$ cat src/rtl/aes_iter_ctrl_if.sv
// Plaintext/key request and ciphertext response handshake for aes_iter_ctrl.
interface aes_iter_ctrl_if;
  logic         in_valid;
  logic         in_ready;
  logic [0:127] pt_in;
  logic [0:127] key_in;
  logic [0:127] ct_out;
  logic         out_valid;
  logic         out_ready;

  modport master (
    output in_valid, pt_in, key_in, out_ready,
    input  in_ready, ct_out, out_valid
  );

  modport slave (
    input  in_valid, pt_in, key_in, out_ready,
    output in_ready, ct_out, out_valid
  );
endinterface

$ cat src/rtl/aes_iter_ctrl.sv
// Iterative AES-128 sequencer: feeds a combinational single-round datapath
// one round per clock and holds the ciphertext until the consumer takes it.
module aes_iter_ctrl #(
  parameter int unsigned NR = 10,
  parameter int unsigned RW = 5
) (
  input  logic          clk,
  input  logic          rst,
  aes_iter_ctrl_if.slave io,
  output logic          busy,
  output logic [0:127]  dp_state,
  output logic [0:RW-1] dp_round,
  output logic [0:127]  dp_key,
  input  logic [0:127]  dp_out,
  input  logic [0:127]  dp_key_out
);

  typedef enum logic [1:0] {IDLE, RUN, DONE} fsm_t;

  fsm_t          fsm, fsm_nx;
  logic [0:127]  state_r, state_nx;
  logic [0:127]  key_r, key_nx;
  logic [0:RW-1] rcnt, rcnt_nx;

  always_ff @(posedge clk) begin
    if (rst) begin
      fsm     <= IDLE;
      state_r <= '0;
      key_r   <= '0;
      rcnt    <= '0;
    end else begin
      fsm     <= fsm_nx;
      state_r <= state_nx;
      key_r   <= key_nx;
      rcnt    <= rcnt_nx;
    end
  end

  always_comb begin
    fsm_nx   = fsm;
    state_nx = state_r;
    key_nx   = key_r;
    rcnt_nx  = rcnt;
    case (fsm)
      IDLE: begin
        if (io.in_valid && io.in_ready) begin
          state_nx = io.pt_in;
          key_nx   = io.key_in;
          rcnt_nx  = '0;
          fsm_nx   = RUN;
        end
      end
      RUN: begin
        state_nx = dp_out;
        // Round 0 is the bare AddRoundKey; the cipher key itself is round key 0.
        if (rcnt != '0) key_nx = dp_key_out;
        if (rcnt == RW'(NR)) fsm_nx = DONE;
        else                 rcnt_nx = rcnt + RW'(1);
      end
      DONE: begin
        if (io.out_ready) fsm_nx = IDLE;
      end
      default: fsm_nx = IDLE;
    endcase
  end

  assign io.in_ready  = (fsm == IDLE) && !rst;
  assign io.out_valid = (fsm == DONE);
  assign io.ct_out    = (fsm == DONE) ? state_r : '0;
  assign busy         = (fsm == RUN);

  assign dp_state = state_r;
  assign dp_key   = key_r;
  assign dp_round = rcnt;

endmodule

$ cat src/flat_wrapper.sv
// flat-port wrapper written by rule: the top's interface ports become plain ports
module aes_iter_ctrl_flat 
#(
  parameter int unsigned NR = 10,
  parameter int unsigned RW = 5
)
  (clk, rst, busy, dp_state, dp_round, dp_key, dp_out, dp_key_out, io_in_valid, io_pt_in, io_key_in, io_out_ready, io_in_ready, io_ct_out, io_out_valid);
  aes_iter_ctrl_if io_i ();
  input  logic clk;
  input  logic rst;
  output logic busy;
  output logic [0:127] dp_state;
  output logic [0:RW-1] dp_round;
  output logic [0:127] dp_key;
  input  logic [0:127] dp_out;
  input  logic [0:127] dp_key_out;
  input wire logic [$bits(io_i.in_valid)-1:0] io_in_valid;
  input wire logic [$bits(io_i.pt_in)-1:0] io_pt_in;
  input wire logic [$bits(io_i.key_in)-1:0] io_key_in;
  input wire logic [$bits(io_i.out_ready)-1:0] io_out_ready;
  output wire logic [$bits(io_i.in_ready)-1:0] io_in_ready;
  output wire logic [$bits(io_i.ct_out)-1:0] io_ct_out;
  output wire logic [$bits(io_i.out_valid)-1:0] io_out_valid;
  assign io_i.in_valid = io_in_valid;
  assign io_i.pt_in = io_pt_in;
  assign io_i.key_in = io_key_in;
  assign io_i.out_ready = io_out_ready;
  assign io_in_ready = io_i.in_ready;
  assign io_ct_out = io_i.ct_out;
  assign io_out_valid = io_i.out_valid;
  aes_iter_ctrl #(.NR(NR), .RW(RW)) u_core (.clk(clk), .rst(rst), .io(io_i), .busy(busy), .dp_state(dp_state), .dp_round(dp_round), .dp_key(dp_key), .dp_out(dp_out), .dp_key_out(dp_key_out));
endmodule
$ cat config.mk
export PLATFORM = sky130hd
export DESIGN_NAME = aes_iter_ctrl_flat
export DESIGN_NICKNAME = d
export VERILOG_FILES = /design/src/rtl/aes_iter_ctrl_if.sv /design/src/rtl/aes_iter_ctrl.sv /design/src/flat_wrapper.sv
export SDC_FILE = /design/constraint.sdc
export NUM_CORES = 1
export LEC_CHECK = 0
export CORE_AREA = 5 5 351 353
export CTS_CLUSTER_DIAMETER = 30
export CTS_CLUSTER_SIZE = 14
export DETAILED_ROUTE_END_ITERATION = 7
export DIE_AREA = 0 0 356 358
export PLACE_DENSITY = 0.34
export SYNTH_ARGS = -nofsm -noshare
export SYNTH_HDL_FRONTEND = slang
export SYNTH_SLANG_ARGS = --single-unit
$ cat constraint.sdc
create_clock -name clk -period 4.6 [get_ports clk]
set_input_delay 0.92 -clock clk [delete_from_list [all_inputs] [get_ports clk]]
set_output_delay 0.92 -clock clk [all_outputs]
set_load 0.005 [all_outputs]
==> impl_metrics.json <==
{
  "cts_buffer_depth": 3,
  "timing.critical_path.from_type": "register",
  "ys_types": 33,
  "power_uw": 11650,
  "worst-endpoint-arrival_ns": 2.85,
  "synth_top_area_share_pct": 41.58,
  "initial_antenna_violation_count": 37,
  "syn_area_sq_mm": 0.01266,
  "drive_gt1_share_pct": 8.372,
  "timing.critical_path.slowest_stage_cell": "sky130_fd_sc_hd__buf_4",
  "synth_top_flop_cell": "sky130_fd_sc_hd__dfxtp_1",
  "clk_pin_slew_worst_paths_ns": 0.04,
  "nFillCells": 13240,
  "ant_nets": 0,
  "tritoncts_clock_tree": "built",
  "die_area_sq_mm": 0.1274,
  "synth.top_cells.by_area": "sky130_fd_sc_hd__dfxtp_1 (42%), sky130_fd_sc_hd__a311oi_1 (8.9%), sky130_fd_sc_hd__nand2_1 (7.6%), sky130_fd_sc_hd__nor2_1 (7.6%), sky130_fd_sc_hd__a211oi_1 (7.6%)",
  "fp.coreArea_sq_mm": 0.1195,
  "pin_count_of_the_biggest_net_entering_global_routing": 135,
  "achievable-frequency_mhz": 265.2,
  "synth-seq-area-share_pct": 41.58,
  "hold_viol_final": 0,
  "worst_path_largest_cell_delay_ns": 0.62,
  "grt_pass1_vias": 17110,
  "grt_overflow": 0,
  "power.static_leakage_uw": 0.009676,
  "fp-row-count": 127,
  "synth_enable_flop_cells": 0,
  "clockRootBuffer": "sky130_fd_sc_hd__clkbuf_16",
  "drt-wirelength-per-cell_microns": 22.93,
  "grt_first_pass_wirelength_mm": 132.3,
  "place_ws_ns": 1.429,
  "timing.final.crit_share_pct": 81.96,
  "clk-insertion-delay-late_ns": 0.65,
  "timing.clock.skew_ns": 0.01883,
  "drc_viols": 0,
  "global_route.usage.total_pct": 14.32,
  "route.vias.total": 16220,
  "hold_class": "reg -> reg",
  "criticalPathCategory": "reg -> out",
  "maxCapViolations": 0,
  "postSynthRegisterBits": 263,
  "synth-async-reset-ratio_pct": 0,
  "finalCoreUtilization_pct": 22.64,
  "run_status": "completed",
  "syn_avg_cell_area_sq_um": 7.721,
  "cell_breakdown_of_the_critical_path": "nor2b_4 -> buf_4 -> and2_1 -> clkdlybuf4s50_1",
  "initialDrtViolationCount": 856,
  "firstDrtPassIters": 5,
  "tritoncts_num_sinks": 263,
  "final-setup-viol-count": 0,
  "timing.setup.tns_ns": 0,
  "viasPerCell": 3.841,
  "h-tree-depth": 3,
  "max-slew-margin-rel_pct": 27.17,
  "die_w_microns": 356,
  "cellPowerDensity_mw_per_mm2": 430.5,
  "numPortBuffers": 907,
  "layout_min_cycle_time_ns": 3.770,
  "post-cts-setup-buffer-count": 0,
  "dp_hpwl_mm": 72.34,
  "yosys_warnings": 0,
  "routed_wl_mm": 96.79,
  "irDropWorstVdd_v": 0.0003293,
  "cts-hold-fix-buffers": 0,
  "mostFrequentLayoutCell": "sky130_fd_sc_hd__clkdlybuf4s50_1",
  "required_ns": 3.68,
  "syn-num-nets": 2159,
  "rsz_0062_raised_after_global_routing": "false",
  "mostFrequentLayoutCells": "sky130_fd_sc_hd__clkdlybuf4s50_1 (906), sky130_fd_sc_hd__dfxtp_1 (263), sky130_fd_sc_hd__nand2_1 (258), sky130_fd_sc_hd__nor2_1 (257), sky130_fd_sc_hd__nor3_1 (130)",
  "setup_slack_of_the_critical_path_after_layout_ns": 0.8297,
  "final_max_slew_viol_count": 0,
  "boundaryPins": 908,
  "postSynthCellCount": 1640,
  "post_cts_resize_count": 0,
  "floorplan.initialDensity_pct": 10.60,
  "tritoncts.num_buffers": 110,
  "worst-slew-pin-transition_ns": 1.092,
  "flow.area_growth_from_synthesis_pct": 113.7,
  "yosys.area.top_type": "sky130_fd_sc_hd__dfxtp_1",
  "globalplace.congestion": 0.7881,
  "finish.net_count": 3015,
  "die_height_microns": 358,
  "critical_path.max_fanout": 92,
  "end_kind": "output pin"
}
## report_power, final
group | internal, uW | switching, uW
logic | 1010 | 806
clock network | 5090 | 2030
registers | 2510 | 198
## flip-flops by register name, summed over array words and instances (netlist names)
name / flops
u_core.dp_key: 128
u_core.dp_round: 5
u_core.dp_state: 128
u_core.fsm: 2
## worst paths after layout
path	slack (ns)	cells after the start	startpoint	endpoint
worst max register to register	1.75	5	u_core.fsm[0]	u_core.dp_key[10]
worst min-delay path	0.56	2	u_core.dp_round[0]	u_core.dp_round[0]
worst min register to register	0.56	2	u_core.dp_round[0]	u_core.dp_round[0]
worst max-delay path	0.83	4	u_core.fsm[1]	io_ct_out[67]
## Yosys cell counts (all sizes together), types with 2 or more instances
library cell	n
nor3	130
dfxtp	263
clkbuf	105
nor2	257
nor4	128
nand3	3
and2	128
or4	2
inv	3
a311oi	129
buf	82
ha	3
or4b	2
o211ai	2
nand2	258
a21oi	5
a211oi	128
## metrics by stage
stage               hold WS, ns  cell area [sq um]  std cells
floorplan                0.5290              12660       1640
global route             0.6074              27040       4214
global placement         0.5548              23270       3996
detailed placement       0.5700              23270       3996
CTS                      0.5787              27010       4204
finish                   0.5640              27060       4222
## cell type report
type,count,area (sq um),share of cell area [%]
diodes,18,45.04,0.1665
well taps,1612,2017,7.455
clock inverters,28,245.2,0.9064
repair buffers,931,9427,34.84
flip-flops and latches,263,5265,19.46
multi-input cells,1187,6541,24.18
clock buffers,180,3497,12.93
inverters,3,18.77,0.06937
## worst max-delay path, delay by kind of cell (launching register included)
| family | cells | cell delay, ns |
|---|---|---|
| buffers and inverters | 2 | 1.14 |
| DFF | 1 | 0.48 |
| and+or+nand+nor | 2 | 0.46 |
## cell families after synthesis
kind of cell             share of synthesized area (%)
AO/OA/AOI/OAI                                    17.06
adder cells (fa/ha/maj)                         0.2965
buffers and inverters                            6.996
flip-flops                                       41.58
AND/OR/NAND/NOR                                  34.07
## layer usage
metal / routed length, microns / part of all wire [%] / global-route usage [%]
met1: 37380 / 39 / 16.02
met2: 47820 / 49 / 24.42
met3: 9265 / 9.6 / 6.327
met4: 2250 / 2.3 / 4.645
met5: 79 / 0.082 / 0
Note: power is estimated with default switching activity, not from simulation.
